--- config.mk ---
export PLATFORM = sky130hd
export DESIGN_NAME = prog_loader
export DESIGN_NICKNAME = d
export VERILOG_FILES = /design/src/rtl/loader_pkg.sv /design/src/rtl/word_assembler.sv /design/src/rtl/prog_loader.sv
export SDC_FILE = /design/constraint.sdc
export NUM_CORES = 1
export LEC_CHECK = 0
export ABC_AREA = 1
export BUFFER_PORTS_ARGS = -buffer_cell sky130_fd_sc_hd__clkbuf_2
export CAP_MARGIN = 40
export CORE_UTILIZATION = 64
export CTS_BUF_LIST = sky130_fd_sc_hd__clkbuf_4
export DETAILED_ROUTE_END_ITERATION = 6
export GPL_TIMING_DRIVEN = 0
export PLACE_DENSITY = 0.93
export SYNTH_ARGS = -nofsm -noshare
export SYNTH_HDL_FRONTEND = slang
export SYNTH_SLANG_ARGS = --single-unit
--- constraint.sdc ---
create_clock -name clock -period 2.96 [get_ports clock]
set_clock_uncertainty 0.1 [all_clocks]
set_input_delay 0.592 -clock clock [delete_from_list [all_inputs] [get_ports clock]]
set_output_delay 0.592 -clock clock [all_outputs]
set_load 0.02 [all_outputs]
--- src/rtl/loader_pkg.sv ---
// rtl/loader_pkg.sv - shared types and constants for the program loader
package loader_pkg;

  typedef enum logic [2:0] {
    LEN_LO,
    LEN_HI,
    PAYLOAD,
    CHECK,
    DONE,
    ERROR
  } loader_state_t;

  localparam int BYTES_PER_WORD = 4;

endpackage

--- src/rtl/word_assembler.sv ---
// rtl/word_assembler.sv - packs payload bytes little-endian into 32-bit words
module word_assembler
  import loader_pkg::*;
(
  input  logic        clock,
  input  logic        reset,
  input  logic        clear,
  input  logic        byte_valid,
  input  logic [7:0]  byte_data,
  output logic        word_done,
  output logic [31:0] word_next
);

  logic [1:0]  lane;
  logic [23:0] low_bytes;

  // The fourth byte completes the word combinationally; the owner registers it.
  assign word_done = byte_valid && (lane == 2'(BYTES_PER_WORD - 1));
  assign word_next = {byte_data, low_bytes};

  // Lane counter and storage for the first three bytes of the current word.
  always_ff @(posedge clock) begin
    if (reset || clear) begin
      lane      <= '0;
      low_bytes <= '0;
    end else if (byte_valid) begin
      lane <= lane + 2'd1;
      case (lane)
        2'd0:    low_bytes[7:0]   <= byte_data;
        2'd1:    low_bytes[15:8]  <= byte_data;
        2'd2:    low_bytes[23:16] <= byte_data;
        default: low_bytes        <= '0;
      endcase
    end
  end

endmodule

--- src/rtl/prog_loader.sv ---
// rtl/prog_loader.sv - streams a checksummed program image into instruction memory
module prog_loader
  import loader_pkg::*;
#(
  parameter int ADDR_WIDTH = 10,
  parameter int MAX_WORDS  = 256
) (
  input  logic                  clock,
  input  logic                  reset,
  input  logic                  in_valid,
  input  logic [7:0]            in_data,
  output logic                  in_ready,
  input  logic                  reload,
  output logic                  mem_we,
  output logic [ADDR_WIDTH-1:0] mem_addr,
  output logic [31:0]           mem_wdata,
  output logic                  cpu_reset,
  output logic                  done,
  output logic                  error,
  output logic [15:0]           words_loaded
);

  loader_state_t state, state_next;

  logic [7:0]  len_lo;
  logic [15:0] len;
  logic [15:0] len_field;
  logic [7:0]  xor_acc;
  logic        accept;
  logic        payload_accept;
  logic        restart;
  logic        word_done;
  logic [31:0] word_next;

  assign accept         = in_valid && in_ready;
  assign payload_accept = accept && (state == PAYLOAD);
  assign restart        = reload && ((state == DONE) || (state == ERROR));
  assign len_field      = {in_data, len_lo};

  word_assembler u_word_assembler (
    .clock      (clock),
    .reset      (reset),
    .clear      (restart),
    .byte_valid (payload_accept),
    .byte_data  (in_data),
    .word_done  (word_done),
    .word_next  (word_next)
  );

  // Frame sequencing: length, payload, checksum, then park until reload.
  always_comb begin
    state_next = state;
    case (state)
      LEN_LO:  if (accept) state_next = LEN_HI;
      LEN_HI:
        if (accept) begin
          if (len_field > 16'(MAX_WORDS))  state_next = ERROR;
          else if (len_field == 16'd0)     state_next = CHECK;
          else                             state_next = PAYLOAD;
        end
      PAYLOAD: if (word_done && (words_loaded == len - 16'd1)) state_next = CHECK;
      CHECK:   if (accept) state_next = (in_data == xor_acc) ? DONE : ERROR;
      DONE,
      ERROR:   if (reload) state_next = LEN_LO;
      default: state_next = LEN_LO;
    endcase
  end

  // State, counters, checksum and all registered outputs.
  always_ff @(posedge clock) begin
    if (reset) begin
      state        <= LEN_LO;
      in_ready     <= 1'b1;
      mem_we       <= 1'b0;
      mem_addr     <= '0;
      mem_wdata    <= '0;
      cpu_reset    <= 1'b1;
      done         <= 1'b0;
      error        <= 1'b0;
      words_loaded <= '0;
      xor_acc      <= '0;
      len_lo       <= '0;
      len          <= '0;
    end else begin
      state     <= state_next;
      in_ready  <= (state_next != DONE) && (state_next != ERROR);
      done      <= (state_next == DONE);
      error     <= (state_next == ERROR);
      cpu_reset <= (state_next != DONE);
      mem_we    <= word_done;
      if (accept && (state == LEN_LO)) len_lo <= in_data;
      if (accept && (state == LEN_HI)) len    <= len_field;
      if (payload_accept) xor_acc <= xor_acc ^ in_data;
      if (word_done) begin
        mem_addr     <= {words_loaded[ADDR_WIDTH-3:0], 2'b00};
        mem_wdata    <= word_next;
        words_loaded <= words_loaded + 16'd1;
      end
      if (restart) begin
        words_loaded <= '0;
        xor_acc      <= '0;
      end
    end
  end

endmodule
==> impl_metrics.csv <==
group,metric,value,unit
critical_path,slowest_stage,"nor2_1",
routing,wire_per_inst,15.4,um
power_and_ir_drop,pwr-share-clk,0.323,
min_path,min_to,"mem_addr[4]",
yosys,ys_ff_latch,122,
critical_path,critPathKind,"reg2reg",
routing,drtIter0Drc,583,
critical_path,crit_top_cell,"nand2_1",
clocking,clkTransAtPathRegs,0.11,ns
critical_path,reg2reg_setup_slack,0.73,ns
yosys,netlist_area,5330,um^2
clocking,holdBufCountCts,0,
power_and_ir_drop,pwr-share-seq,0.524,
layout,fill_cells,564,
run,cap_violations,0,
sta,fmax,449,MHz
yosys,synthArstFlopShare,0,
routing,vias,5425,
yosys,yosysUniqueCellTypes,33,
floorplan,fp.dieH,93.3,um
floorplan,num_rows,32,
sta,hold_violations,0,
clocking,htree_levels,4,
clocking,post_cts_resized,0,
global_route,grt_max_degree,17,
sta,rsz0062_at_grt,"false",
critical_path,cp-end-kind,"register",
yosys,synth_top_flop_cell,"dfxtp_1",
critical_path,worstPathMaxFanout,10,
power_and_ir_drop,p_per_area,548,nW/um^2
global_route,grt_pass1_vias,5148,
yosys,yosysWarnings,0,
critical_path,required,3.27,ns
yosys,synth_most_common_cell,"nor2_1",
sta,period_share,0.752,
global_route,grt-ovfl-total,0,
yosys,ys_top_cells_by_area,"dfxtp_1, nor2_1, nand2_1",
power_and_ir_drop,p_sw,1.05,mW
critical_path,start_kind,"register",
placed_design,globalplace.congestion,0.949,
routing,routed_wl,14500,um
sta,setup_violations,0,
yosys,postSynthCellCount,737,
layout,drive_above_1_share,0.138,
global_route,antenna_found_initial,0,
layout,finalNetCount,841,
layout,area_delta_synth_final,13.4,%
layout,instances_no_fill,938,
global_route,grt_busiest_layer,"met2",
clocking,clockRootBuffer,"clkbuf_4",
sta,fin_tns_setup,0,ns
sta,maxSlewViolCount,0,
outcome,outcome,"completed",
global_route,use_met1,0.431,
yosys,postSynthAreaPerCell,7.24,um^2
critical_path,cp.arrival,2.54,ns
clocking,cts_made_buffers,17,
routing,drc,0,
sta,tightest_slew,0.650,ns
sta,slew_headroom,0.567,
min_path,hold_path.class,"in2reg",
power_and_ir_drop,ir_drop,0.385,mV
critical_path,r2r_start,"u_word_assembler.lane[0]",
critical_path,reg2regPathDepth,7,
floorplan,die_x,93.3,um
global_route,grt_pass1_wl,23900,um
routing,drt-vias-per-instance,5.78,
power_and_ir_drop,p_int,2.27,mW
global_route,grt_usage,0.354,
floorplan,coreArea,7890,um^2
critical_path,worst_path_largest_cell_delay,0.51,ns
floorplan,start_util,0.676,
clocking,cts_tree,"yes",
floorplan,ios,75,
yosys,ys_seq_area_frac,0.458,
routing,ant_nets,0,
power_and_ir_drop,switching_share,0.316,
global_route,gr-usage-met3,0.106,
floorplan,dieArea,8700,um^2
placed_design,place_hpwl,10200,um
clocking,cts.sinks,122,
critical_path,path_cells,"inv_1 > ha_1 > clkbuf_1 > nor2_1 > nand2_1 > nand2_1 > a21oi_1",
power_and_ir_drop,power_frac_comb,0.153,
power_and_ir_drop,p_leak,2.68,nW
yosys,synthTopCellsByCount,"nor2_1, dfxtp_1, nand2_1, o21ai_0, a21oi_1",
min_path,min_from,"reset",
critical_path,regToRegEndpoint,"u_word_assembler.low_bytes[12]",
yosys,synth-edff-count,0,
routing,first_pass_iters,6,
sta,post-route-min-period,2.23,ns
min_path,whs_path_depth,2,
layout,fin_util,0.767,
layout,antenna_cells,0,
clocking,clock_latency,0.54,ns
global_route,grt_util_met2,0.574,
placed_design,dpl.cell_count,906,
clocking,cts_setup_buffers,0,
clocking,clockBufferDepth,2,
placed_design,port_buffers,66,
yosys,synth_top_cell_by_area,"dfxtp_1",
yosys,netlist.area_leader.share,0.458,
[registers in the layout, summed over array words and instances, names as in the netlist]
signal / flops
xor_acc: 8
len: 16
mem_wdata: 32
cpu_reset: 1
state: 3
u_word_assembler.lane: 2
mem_addr: 8
mem_we: 1
error: 1
u_word_assembler.low_bytes: 24
len_lo: 8
done: 1
in_ready: 1
words_loaded: 16
[worst max path at each step]
| stage | start | to | slack [ns] | cells past startpoint |
|---|---|---|---|---|
| finish | u_word_assembler.lane[0] | u_word_assembler.low_bytes[12] | 0.73 | 7 |
| global route | u_word_assembler.lane[0] | u_word_assembler.low_bytes[12] | 0.64 | 7 |
| CTS | u_word_assembler.lane[0] | u_word_assembler.low_bytes[12] | 0.83 | 7 |
| detailed placement | reset | xor_acc[7] | 0.64 | 7 |
| global placement | reset | xor_acc[5] | 0.67 | 7 |
| floorplan | in_valid | words_loaded[8] | 1.05 | 11 |
[kinds of logic after synthesis]
| kind of cell | share of synthesized area |
|---|---|
| buffers and inverters | 0.0680 |
| adders and majority gates | 0.0141 |
| other | 0.000703 |
| xor gates and xnor gates | 0.0427 |
| and+or+nand+nor | 0.273 |
| AOI/OAI and AO/OA | 0.144 |
| DFF | 0.458 |
[metal layers]
layer / wire (um) / vias up
li1: - / 2571
met3: 1460 / 65
met1: 5790 / 2471
met4: 534 / 0
met2: 6680 / 318
met5: 0 / -
[per-stage QoR]
step	total power [mW]	hold WS, ns	worst slack (ns)	cell area (um^2)
detailed placement	2.27	0.358	0.636	5800
CTS	3.30	0.197	0.828	6050
finish	3.32	0.198	0.733	6050
global placement	2.24	0.353	0.666	5800
floorplan	2.15	0.346	1.05	5340
global route	3.47	0.168	0.642	6050
[cell usage in the layout, fill, tap and decap left out, types with 5 or more instances in the layout]
cell type | Yosys | final
xor2_1 | 11 | 11
clkbuf_2 | 0 | 66
nor3_1 | 5 | 5
ha_1 | 6 | 6
clkbuf_1 | 29 | 29
dfxtp_1 | 122 | 122
a21oi_1 | 65 | 65
o21ai_0 | 79 | 79
nor2_1 | 141 | 141
nand3_1 | 34 | 34
inv_1 | 54 | 54
clkbuf_4 | 0 | 17
nand4_1 | 21 | 21
xnor2_1 | 15 | 15
nand2_1 | 121 | 121
[worst max-delay path, delay by kind of cell, from the launching register on]
family | cells | cell delay (ns)
simple gates | 3 | 1.02
flops | 1 | 0.38
buf+inv | 2 | 0.32
fa+ha+maj | 1 | 0.20
compound gates | 1 | 0.08
[power groups by stage]
stage          combinational [mW]  sequential (mW)  clock (mW)
2_1_floorplan               0.386             1.76           0
3_3_place_gp                0.475             1.77           0
3_5_place_dp                0.496             1.77           0
4_1_cts                     0.502             1.74        1.06
5_1_grt                     0.576             1.74        1.15
6_report                    0.509             1.74        1.07
[cell type report]
cell class / instances / area [um^2] / share of cell area
multi-input combinational: 522 / 2530 / 0.419
sequential: 122 / 2440 / 0.404
timing repair buffer: 66 / 330 / 0.0546
inverter: 59 / 221 / 0.0366
buffer: 35 / 141 / 0.0234
clock buffer: 17 / 128 / 0.0211
clock inverter: 15 / 128 / 0.0211
tap: 102 / 128 / 0.0211
Power figures use the tool's default switching activity.
